### src/rtl/sram_ctrl.sv
// Single-outstanding load/store controller for a byte-addressed SRAM.
// Three-state handshake: IDLE accepts, ACCESS drives the SRAM, RESP waits.
module sram_ctrl #(
  parameter int ADDR_W = 16
) (
  input  logic              clk,
  input  logic              rst,
  input  logic              req_valid,
  output logic              req_ready,
  input  logic              req_we,
  input  logic [1:0]        req_size,
  input  logic              req_signed,
  input  logic [ADDR_W-1:0] req_addr,
  input  logic [31:0]       req_wdata,
  output logic              resp_valid,
  input  logic              resp_ready,
  output logic [31:0]       resp_rdata,
  output logic              resp_err,
  output logic [3:0]        sram_w_en,
  output logic [ADDR_W-1:0] sram_address,
  output logic [31:0]       sram_write_data,
  input  logic [31:0]       sram_read_data
);

  typedef enum logic [1:0] {
    IDLE   = 2'd0,
    ACCESS = 2'd1,
    RESP   = 2'd2
  } state_t;

  typedef struct packed {
    logic              we;
    logic [1:0]        size;
    logic              sgn;
    logic [ADDR_W-1:0] addr;
    logic [31:0]       wdata;
  } req_t;

  state_t      state;
  state_t      state_nx;
  req_t        cap_q;
  logic [31:0] rdata_q;
  logic        err_q;
  logic [3:0]  store_mask;
  logic [31:0] load_fmt;
  logic        size_bad;
  logic        accept;

  assign size_bad = (cap_q.size == 2'b11);
  assign accept   = (state == IDLE) && req_valid;

  always_comb begin
    store_mask = 4'b0000;
    unique case (cap_q.size)
      2'b00: store_mask = 4'b0001;
      2'b01: store_mask = 4'b0011;
      2'b10: store_mask = 4'b1111;
      2'b11: store_mask = 4'b0000;
      default: store_mask = 4'b0000;
    endcase
  end

  // Word loads ignore the sign flag; narrower loads extend bit 7 or 15.
  always_comb begin
    load_fmt = 32'h0;
    unique case (cap_q.size)
      2'b00: load_fmt = {{24{cap_q.sgn & sram_read_data[7]}},
                         sram_read_data[7:0]};
      2'b01: load_fmt = {{16{cap_q.sgn & sram_read_data[15]}},
                         sram_read_data[15:0]};
      2'b10: load_fmt = sram_read_data;
      2'b11: load_fmt = 32'h0;
      default: load_fmt = 32'h0;
    endcase
  end

  always_ff @(posedge clk or posedge rst) begin
    if (rst) begin
      state <= IDLE;
    end else begin
      state <= state_nx;
    end
  end

  always_comb begin
    state_nx   = state;
    req_ready  = 1'b0;
    resp_valid = 1'b0;
    sram_w_en  = 4'b0000;
    unique case (state)
      IDLE: begin
        req_ready = 1'b1;
        if (req_valid) begin
          state_nx = ACCESS;
        end
      end
      ACCESS: begin
        if (cap_q.we) begin
          sram_w_en = store_mask;
        end
        state_nx = RESP;
      end
      RESP: begin
        resp_valid = 1'b1;
        if (resp_ready) begin
          state_nx = IDLE;
        end
      end
      default: state_nx = IDLE;
    endcase
  end

  always_ff @(posedge clk or posedge rst) begin
    if (rst) begin
      cap_q <= '0;
    end else if (accept) begin
      cap_q.we    <= req_we;
      cap_q.size  <= req_size;
      cap_q.sgn   <= req_signed;
      cap_q.addr  <= req_addr;
      cap_q.wdata <= req_wdata;
    end
  end

  // Response is latched once at the end of ACCESS and held through RESP.
  always_ff @(posedge clk or posedge rst) begin
    if (rst) begin
      rdata_q <= 32'h0;
      err_q   <= 1'b0;
    end else if (state == ACCESS) begin
      err_q <= size_bad;
      if (cap_q.we || size_bad) begin
        rdata_q <= 32'h0;
      end else begin
        rdata_q <= load_fmt;
      end
    end
  end

  assign resp_rdata      = rdata_q;
  assign resp_err        = err_q;
  assign sram_address    = cap_q.addr;
  assign sram_write_data = cap_q.wdata;

endmodule

### config.mk
export PLATFORM = sky130hd
export DESIGN_NAME = sram_ctrl
export DESIGN_NICKNAME = d
export VERILOG_FILES = /design/src/rtl/sram_ctrl.sv
export SDC_FILE = /design/constraint.sdc
export NUM_CORES = 1
export LEC_CHECK = 0
export CORE_ASPECT_RATIO = 1.25
export CORE_MARGIN = 2
export CORE_UTILIZATION = 43
export CTS_CLUSTER_DIAMETER = 50
export DETAILED_ROUTE_END_ITERATION = 8
export GPL_ROUTABILITY_DRIVEN = 0
export GPL_TIMING_DRIVEN = 0
export PLACE_DENSITY = 0.83
export SLEW_MARGIN = 5
export SYNTH_ARGS = -nofsm -noshare
export SYNTH_HDL_FRONTEND = slang
export SYNTH_SLANG_ARGS = --single-unit
### constraint.sdc
create_clock -name clk -period 3.36 [get_ports clk]
set_clock_uncertainty 0.2 [all_clocks]
set_input_delay 0.672 -clock clk [delete_from_list [all_inputs] [get_ports clk]]
set_output_delay 0.672 -clock clk [all_outputs]
set_load 0.02 [all_outputs]
# ---- After elaboration in Yosys (flattened, before gate mapping)
# Cells that the tools add are included.
dict set report totals {
  ff_bits 87
  input_bits 88
  out_inout_bits 87
  word_cells 32
}
dict set report classes {
  n_eq_ne 7
  muxes 10
  bitwise 2
  reduce_logical 5
}
# cell count
set ops {}
lappend ops {{32-bit one-hot mux with 4 select lines} 1}
lappend ops {{32-bit two-way mux} 1}
lappend ops {{4-bit one-hot mux with 4 select lines} 1}
lappend ops {{4-bit two-way mux} 2}
lappend ops {{2-bit == test, second input constant} 3}
lappend ops {{2-bit one-hot mux with 3 select lines} 1}
lappend ops {{2-bit by 1-bit == test with 1-bit output, second input constant} 2}
lappend ops {{2-bit zero test} 2}
lappend ops {{2-bit two-way mux} 2}
lappend ops {{2-bit != test, second input constant} 2}
lappend ops {{1-bit AND} 2}
lappend ops {{1-bit two-way mux} 2}
lappend ops {{2-bit AND reduction} 1}
lappend ops {{1-bit logical AND} 1}
lappend ops {{1-bit logical OR} 1}

# ---- Logic depth before layout (Yosys ltp)
# Gate-level depths: netlist of run 1.
dict set report logic_depth {
  word_depth 4
  ltp_mapped 6
  mapped_depth_nobuf 5
}

# ---- Worst setup path before layout of run 1
# OpenSTA, ideal clock, no wires.
dict set report synth_timing {
  kind {flip-flop to output port}
  from {reg cap_q[49] (netlist name)}
  to {out sram_w_en[3]}
  t_arrival_ns 1.577
  required_time_ns 2.488
  setup_slack_ns 0.911
  path_stages_with_launch 7
  path_buffers 3
  path_cell_list {dfrtp_1 > inv_1 > ha_1 > buf_2 > clkbuf_1 > and3_1 > buf_4}
}
dict set report synth_between {
  elab_chain_len 4
  elab_cells_between_ends 7
  cone_classes {eq/ne (3); mux (3); reduce/logical (1)}
}
# element line
set synth_rtl {}
lappend synth_rtl {{from (decl)} 41} ;# req_t cap_q;
lappend synth_rtl {{2-bit == test (tied with other cells)} 54} ;# unique case (cap_q.size)
lappend synth_rtl {{4-bit one-hot mux with 4 select lines *} 54}
lappend synth_rtl {{4-bit two-way mux *} 98} ;# if (cap_q.we) begin
lappend synth_rtl {{4-bit two-way mux *} 90} ;# unique case (state)
lappend synth_rtl {{to (decl)} 19} ;# output logic [3:0] sram_w_en,
# Mark *: on every way between the ends. The rest lies on a longest branch, timed or not.

# ---- Worst setup path after layout of run 1
# Ends and elaborated chain as after synthesis.

==> flow_summary.json, run 1 <==
{
  "fin_crit_sh": 0.927,
  "slew_viol_final": 0,
  "cts.reportedPaths.clkPinSlew_ns": 0.06,
  "status": "complete, no violations",
  "cts-root-buf": "clkbuf_16",
  "rows": 40,
  "grt_pass1_vias": 3054,
  "die_h_um": 114,
  "fin_util": 0.674,
  "vias_per_cell": 4.66,
  "syn-instance-count": 328,
  "setup_viol": 0,
  "cp_max_fo": 19,
  "multi_input_area_um2": 1400,
  "hold_slack_ns": 0.270,
  "tightest_slew_ns": 0.563,
  "synth_xor_area_frac": 0,
  "startpoint_type": "register",
  "synth_mux_area_frac": 0.186,
  "slowest_delay_ns": 0.59,
  "critPathSlowestCell": "clkdlybuf4s50_1",
  "ys_types": 24,
  "fin_ws_ns": 0.246,
  "insertedDiodeCount": 0,
  "power.density_nw_per_um2": 997,
  "peakVddDrop_uv": 517,
  "cp_top_family": "buffers and inverters",
  "wirelength_um": 9610,
  "synthSimpleGateAreaFrac": 0.0619,
  "stdcell_area_um2": 6380,
  "holdCritPathClass": "reg2reg",
  "final_nets": 605,
  "n_fill_cell": 673,
  "antenna_found_initial": 0,
  "ant_nets": 0,
  "coreArea_um2": 9460,
  "grt_setup_unrepaired": "no",
  "maxCapViolations": 0,
  "ys_ff_latch": 87,
  "synthesis.area_um2": 4130,
  "max_freq_mhz": 321,
  "avgSynthCellArea_um2": 12.6,
  "detailed_place_hpwl_um": 7270,
  "startpoint": "cap_q[49]",
  "post_cts_buffers": 0,
  "tritoncts": "yes",
  "synth_flop_cell": "dfrtp_1",
  "worstPathArrival_ns": 2.24,
  "overflow": 0,
  "p_leak_nw": 2.85,
  "placed_cell_area_um2": 6060,
  "drc_errors": 0,
  "synth_top_area_frac": 0.528,
  "clkLatencyLatePin_ns": 0.33,
  "cts_buffers": 9,
  "setup.worst_path.class": "reg2out",
  "ctsHoldBuffers": 0,
  "hold_viol": 0,
  "grt_max_degree": 63,
  "synth_largest_area_cell": "dfrtp_1",
  "async_flop_share": 1.00,
  "place_ws_ns": 0.220,
  "finalCriticalPeriod_ns": 3.11,
  "seqCellArea_um2": 2180,
  "slew_headroom": 0.622,
  "grt_pass1_wl_um": 15300,
  "crit_chain": "inv_1, ha_1, clkbuf_4, and3_1, buf_4, clkdlybuf4s50_1",
  "synth_compound_area_frac": 0.0782,
  "worstPathRequired_ns": 2.49,
  "synth_edf_count": 0,
  "areaGrowthSynthToFinish_pct": 54.6,
  "clock_path_buffers": 2,
  "netlist_top_cells_area": "dfrtp_1, mux2_4, buf_4",
  "die_w_um": 91.6,
  "clkSinkCount": 87,
  "critPathBufInv": 4,
  "end_kind": "output port",
  "post_synth_fa_ha_maj_area_fraction": 0.0121,
  "vias": 3000,
  "drt_iter0_drc": 88,
  "first_pass_iters": 5,
  "hold_path.startpoint": "resp_err",
  "initial_core_util": 0.436,
  "ys_seq_area_frac": 0.528,
  "h-tree-depth": 3,
  "io_pins": 175,
  "synth_nets": 420,
  "drive_above_1_share": 0.257,
  "routedWlPerCell_um": 14.9,
  "port_buffers": 174,
  "synth_top_family_by_area": "multiplexers",
  "dieArea_um2": 10400,
  "worstReg2RegStart": "cap_q[49]",
  "yosys_warnings": 0,
  "grt.total_usage": 0.189
}
## placed cells by master (no fill, tap or decap), types with 2 or more instances in the layout
master           netlist  layout
inv_1                  4       3
bufinv_16              0       2
clkdlybuf4s50_1        0     174
a21oi_1               16      16
o21ai_1               25      25
nand2b_1               2       2
nor2_1                10      10
clkbuf_16              0       9
mux2_4                49      49
dfrtp_1               87      87
mux2_1                 3       3
buf_4                 49      49
buf_12                 6       6
and3_1                 2       2
nand2_1               44      44
clkbuf_1               5       5
o31ai_1                8       8
buf_2                  6       5
ha_1                   4       4
## worst reg2reg max path, cell delays in order (launching register included)
cell and delay (ns):
dfrtp_1 0.42, inv_1 0.08, ha_1 0.20, clkbuf_4 0.24, o31ai_2 0.55, o21ai_1 0.15
## state kept, by name (all words and copies together) (netlist names)
name / cells
resp_rdata: 32
resp_err: 1
sram_write_data: 32
sram_address: 16
cap_q: 4
state: 2
## final timing paths
kind                                        end  slack, ns  cells past startpoint
worst max-delay path               sram_w_en[3]       0.25                      6
worst min-delay path                   resp_err       0.27                      2
worst max register to register    resp_rdata[3]       1.39                      5
worst min register to register         resp_err       0.27                      2
max in group asynchronous        resp_rdata[24]       1.88                      3
min in group asynchronous       sram_address[0]       0.46                      2
## power breakdown
part | switching, mW | internal [mW]
clock | 0.390 | 0.671
combinational | 1.51 | 1.98
sequential | 0.285 | 1.52
total | 2.19 | 4.17
## area by class of cell
type | count | area share
timing repair buffer | 175 | 0.277
buffer | 65 | 0.0840
multi-input combinational | 171 | 0.219
inverter | 4 | 0.00275
sequential | 87 | 0.341
clock inverter | 5 | 0.0128
tap | 126 | 0.0247
clock buffer | 11 | 0.0381
## through the flow
stage,setup TNS (ns),std cells,power (mW)
2_1_floorplan,0,328,4.03
3_3_place_gp,-92.34,628,5.24
3_5_place_dp,0,629,5.34
4_1_cts,0,644,6.43
5_1_grt,0,644,6.71
6_report,0,644,6.36
## layer usage
metal  wire length [µm]  up-vias  global-route usage
li1                   -     1421                   -
met1               3850     1442               0.232
met2               4900      120               0.314
met3                625       17              0.0489
met4                230        0              0.0818
met5                  0        -                   0
## timing repair
action                                 4_1_cts  5_1_grt
pin swaps                                    0        0
endpoints found under the hold margin        0        0
gates resized for setup                      0        1
setup endpoints to repair                    2        1
## cells in the mapped netlist (2+ instances only)
cell      count
mux2_1        3
o21ai_1      25
and3_1        2
o31ai_1       8
buf_2         6
nand2b_1      2
buf_12        6
nor2_1       10
clkbuf_1      5
inv_1         4
a21oi_1      16
nand2_1      44
buf_4        49
dfrtp_1      87
mux2_4       49
ha_1          4
## cell families (layout without fill, tap and decap cells)
group,Yosys count,in the layout
compound gates,53,53
fa+ha+maj,4,4
buf+inv,70,260
flops,87,87
mux,52,52
simple gates,62,62
(Power assumes the default switching activity.)
==> run 2, diff against run 1 <==
- CTS_CLUSTER_SIZE: default -> 16
==> results of run 2 <==
No change in the layout: final DEF, timing and power equal those of run 1.
==> run 3, diff against run 2 <==
--- a/config.mk
+++ b/config.mk
@@ -14,5 +14,5 @@
 export GPL_ROUTABILITY_DRIVEN = 0
 export GPL_TIMING_DRIVEN = 0
-export PLACE_DENSITY = 0.83
+export PLACE_DENSITY_LB_ADDON = 0.25
 export SLEW_MARGIN = 5
 export SYNTH_ARGS = -nofsm -noshare
==> constraint.sdc (replaced) <==
create_clock -name clk -period 3.36 [get_ports clk]
set_clock_uncertainty 0.2 [all_clocks]
set_input_delay 0.336 -clock clk [delete_from_list [all_inputs] [get_ports clk]]
set_output_delay 0.336 -clock clk [all_outputs]
set_load 0.02 [all_outputs]
==> flow_summary.json, run 3 (same netlist as run 1, synthesis figures left out) <==
{
  "status": "complete, no violations",
  "holdCritPathClass": "in2async",
  "clkSinkCount": 87,
  "grt_pass1_wl_um": 15500,
  "first_pass_iters": 4,
  "post_cts_buffers": 0,
  "clkLatencyLatePin_ns": 0.33,
  "fin_ws_ns": 0.285,
  "initial_core_util": 0.436,
  "port_buffers": 174,
  "hold_slack_ns": 0.185,
  "seq_power_share": 0.282,
  "intPower_mw": 4.16,
  "slew_viol_final": 0,
  "slew_headroom": 0.562,
  "p_sw_mw": 2.19,
  "tritoncts": "yes",
  "cts_resized": 0,
  "ctsHoldBuffers": 0,
  "power.density_nw_per_um2": 997,
  "p_clk_frac": 0.166,
  "place_ws_ns": 0.618,
  "hold_viol": 0,
  "setup.worst_path.class": "reg2out",
  "vias": 2964,
  "dieArea_um2": 10400,
  "grt_max_degree": 52,
  "startpoint_type": "register",
  "grt_pass1_vias": 3080,
  "end_kind": "output port",
  "routedWlPerCell_um": 15.0,
  "p_leak_nw": 2.85,
  "overflow": 0,
  "fin_crit_sh": 0.915,
  "cts.reportedPaths.clkPinSlew_ns": 0.06,
  "cts-root-buf": "clkbuf_16",
  "insertedDiodeCount": 0,
  "vias_per_cell": 4.60,
  "worstPathArrival_ns": 2.54,
  "clock_path_buffers": 2,
  "grt_setup_unrepaired": "no",
  "n_fill_cell": 725,
  "areaGrowthSynthToFinish_pct": 54.3,
  "cp_max_fo": 10,
  "setup_viol": 0,
  "wirelength_um": 9650,
  "drive_above_1_share": 0.255,
  "p_sw_frac": 0.344,
  "detailed_place_hpwl_um": 7200,
  "tightest_slew_ns": 0.653,
  "final_cell_mix": "clkdlybuf4s50_1, dfrtp_1, mux2_4, buf_4, nand2_1",
  "cts_buffers": 9,
  "finalCriticalPeriod_ns": 3.07,
  "final_nets": 606,
  "drt_iter0_drc": 85,
  "grt.total_usage": 0.193,
  "die_h_um": 114,
  "maxCapViolations": 0,
  "max_freq_mhz": 325,
  "antenna_found_initial": 0,
  "h-tree-depth": 3,
  "comb_power_share": 0.552,
  "rows": 40,
  "io_pins": 175,
  "coreArea_um2": 9460,
  "die_w_um": 91.6,
  "ant_nets": 0,
  "drc_errors": 0,
  "final_common_cell": "clkdlybuf4s50_1",
  "worstPathRequired_ns": 2.82,
  "peakVddDrop_uv": 601
}
-- run 3: cell count changes in the layout (fill, tap and decap cells not counted), sizes merged --
cell	change
clkinvlp	-1
buf	+1
-- run 3: worst max-delay path, cell delays in order, from the launching register on --
cell,delay (ns)
dfrtp_1,0.41
inv_1,0.09
ha_1,0.14
buf_2,0.23
clkbuf_1,0.36
and3_1,0.27
buf_4,0.12
clkdlybuf4s50_1,0.59
-- run 3: cell type report --
type | instances | area [µm²] | share of cell area
plain buffers | 66 | 537 | 0.0843
well taps | 126 | 158 | 0.0248
flip-flops and latches | 87 | 2180 | 0.342
repair buffers | 175 | 1770 | 0.278
inverters | 4 | 17.5 | 0.00275
multi-input cells | 171 | 1400 | 0.219
clock inverters | 4 | 70.1 | 0.0110
clock buffers | 11 | 243 | 0.0381
-- run 3: path summary, 6_finish.rpt --
path                                start                   to  slack (ns)  cells past startpoint
max reg2reg                     cap_q[49]        resp_rdata[0]        1.37                      5
max in group asynchronous             rst  sram_write_data[15]        2.16                      3
min                                   rst     sram_address[15]        0.18                      2
max                             cap_q[49]         sram_w_en[3]        0.29                      7
min in group clk           resp_rdata[15]       resp_rdata[15]        0.27                      2
min reg2reg                resp_rdata[15]       resp_rdata[15]        0.27                      2
-- run 3: power by group through the flow --
stage	registers, mW	clock network, mW	logic [mW]
3_5_place_dp	1.81	0	3.53
2_1_floorplan	1.91	0	2.12
4_1_cts	1.80	1.08	3.55
5_1_grt	1.86	1.12	3.72
3_3_place_gp	1.78	0	3.46
6_report	1.79	1.05	3.50
-- run 3: per-layer routing --
| metal | share of wire | vias to the layer above | track usage |
|---|---|---|---|
| li1 | - | 1422 | - |
| met1 | 0.42 | 1425 | 0.230 |
| met2 | 0.50 | 108 | 0.325 |
| met3 | 0.066 | 9 | 0.0687 |
| met4 | 0.011 | 0 | 0.0636 |
| met5 | 0 | - | 0 |
-- run 3: stage by stage --
stage,utilization,cells,power [mW],setup TNS [ns],instance area [µm²]
floorplan,-,328,4.03,0,4130
global placement,0.637,628,5.24,-70.28,6030
detailed placement,0.640,629,5.34,0,6060
CTS,0.673,644,6.43,0,6370
global route,0.673,644,6.71,0,6370
finish,0.673,644,6.35,0,6370
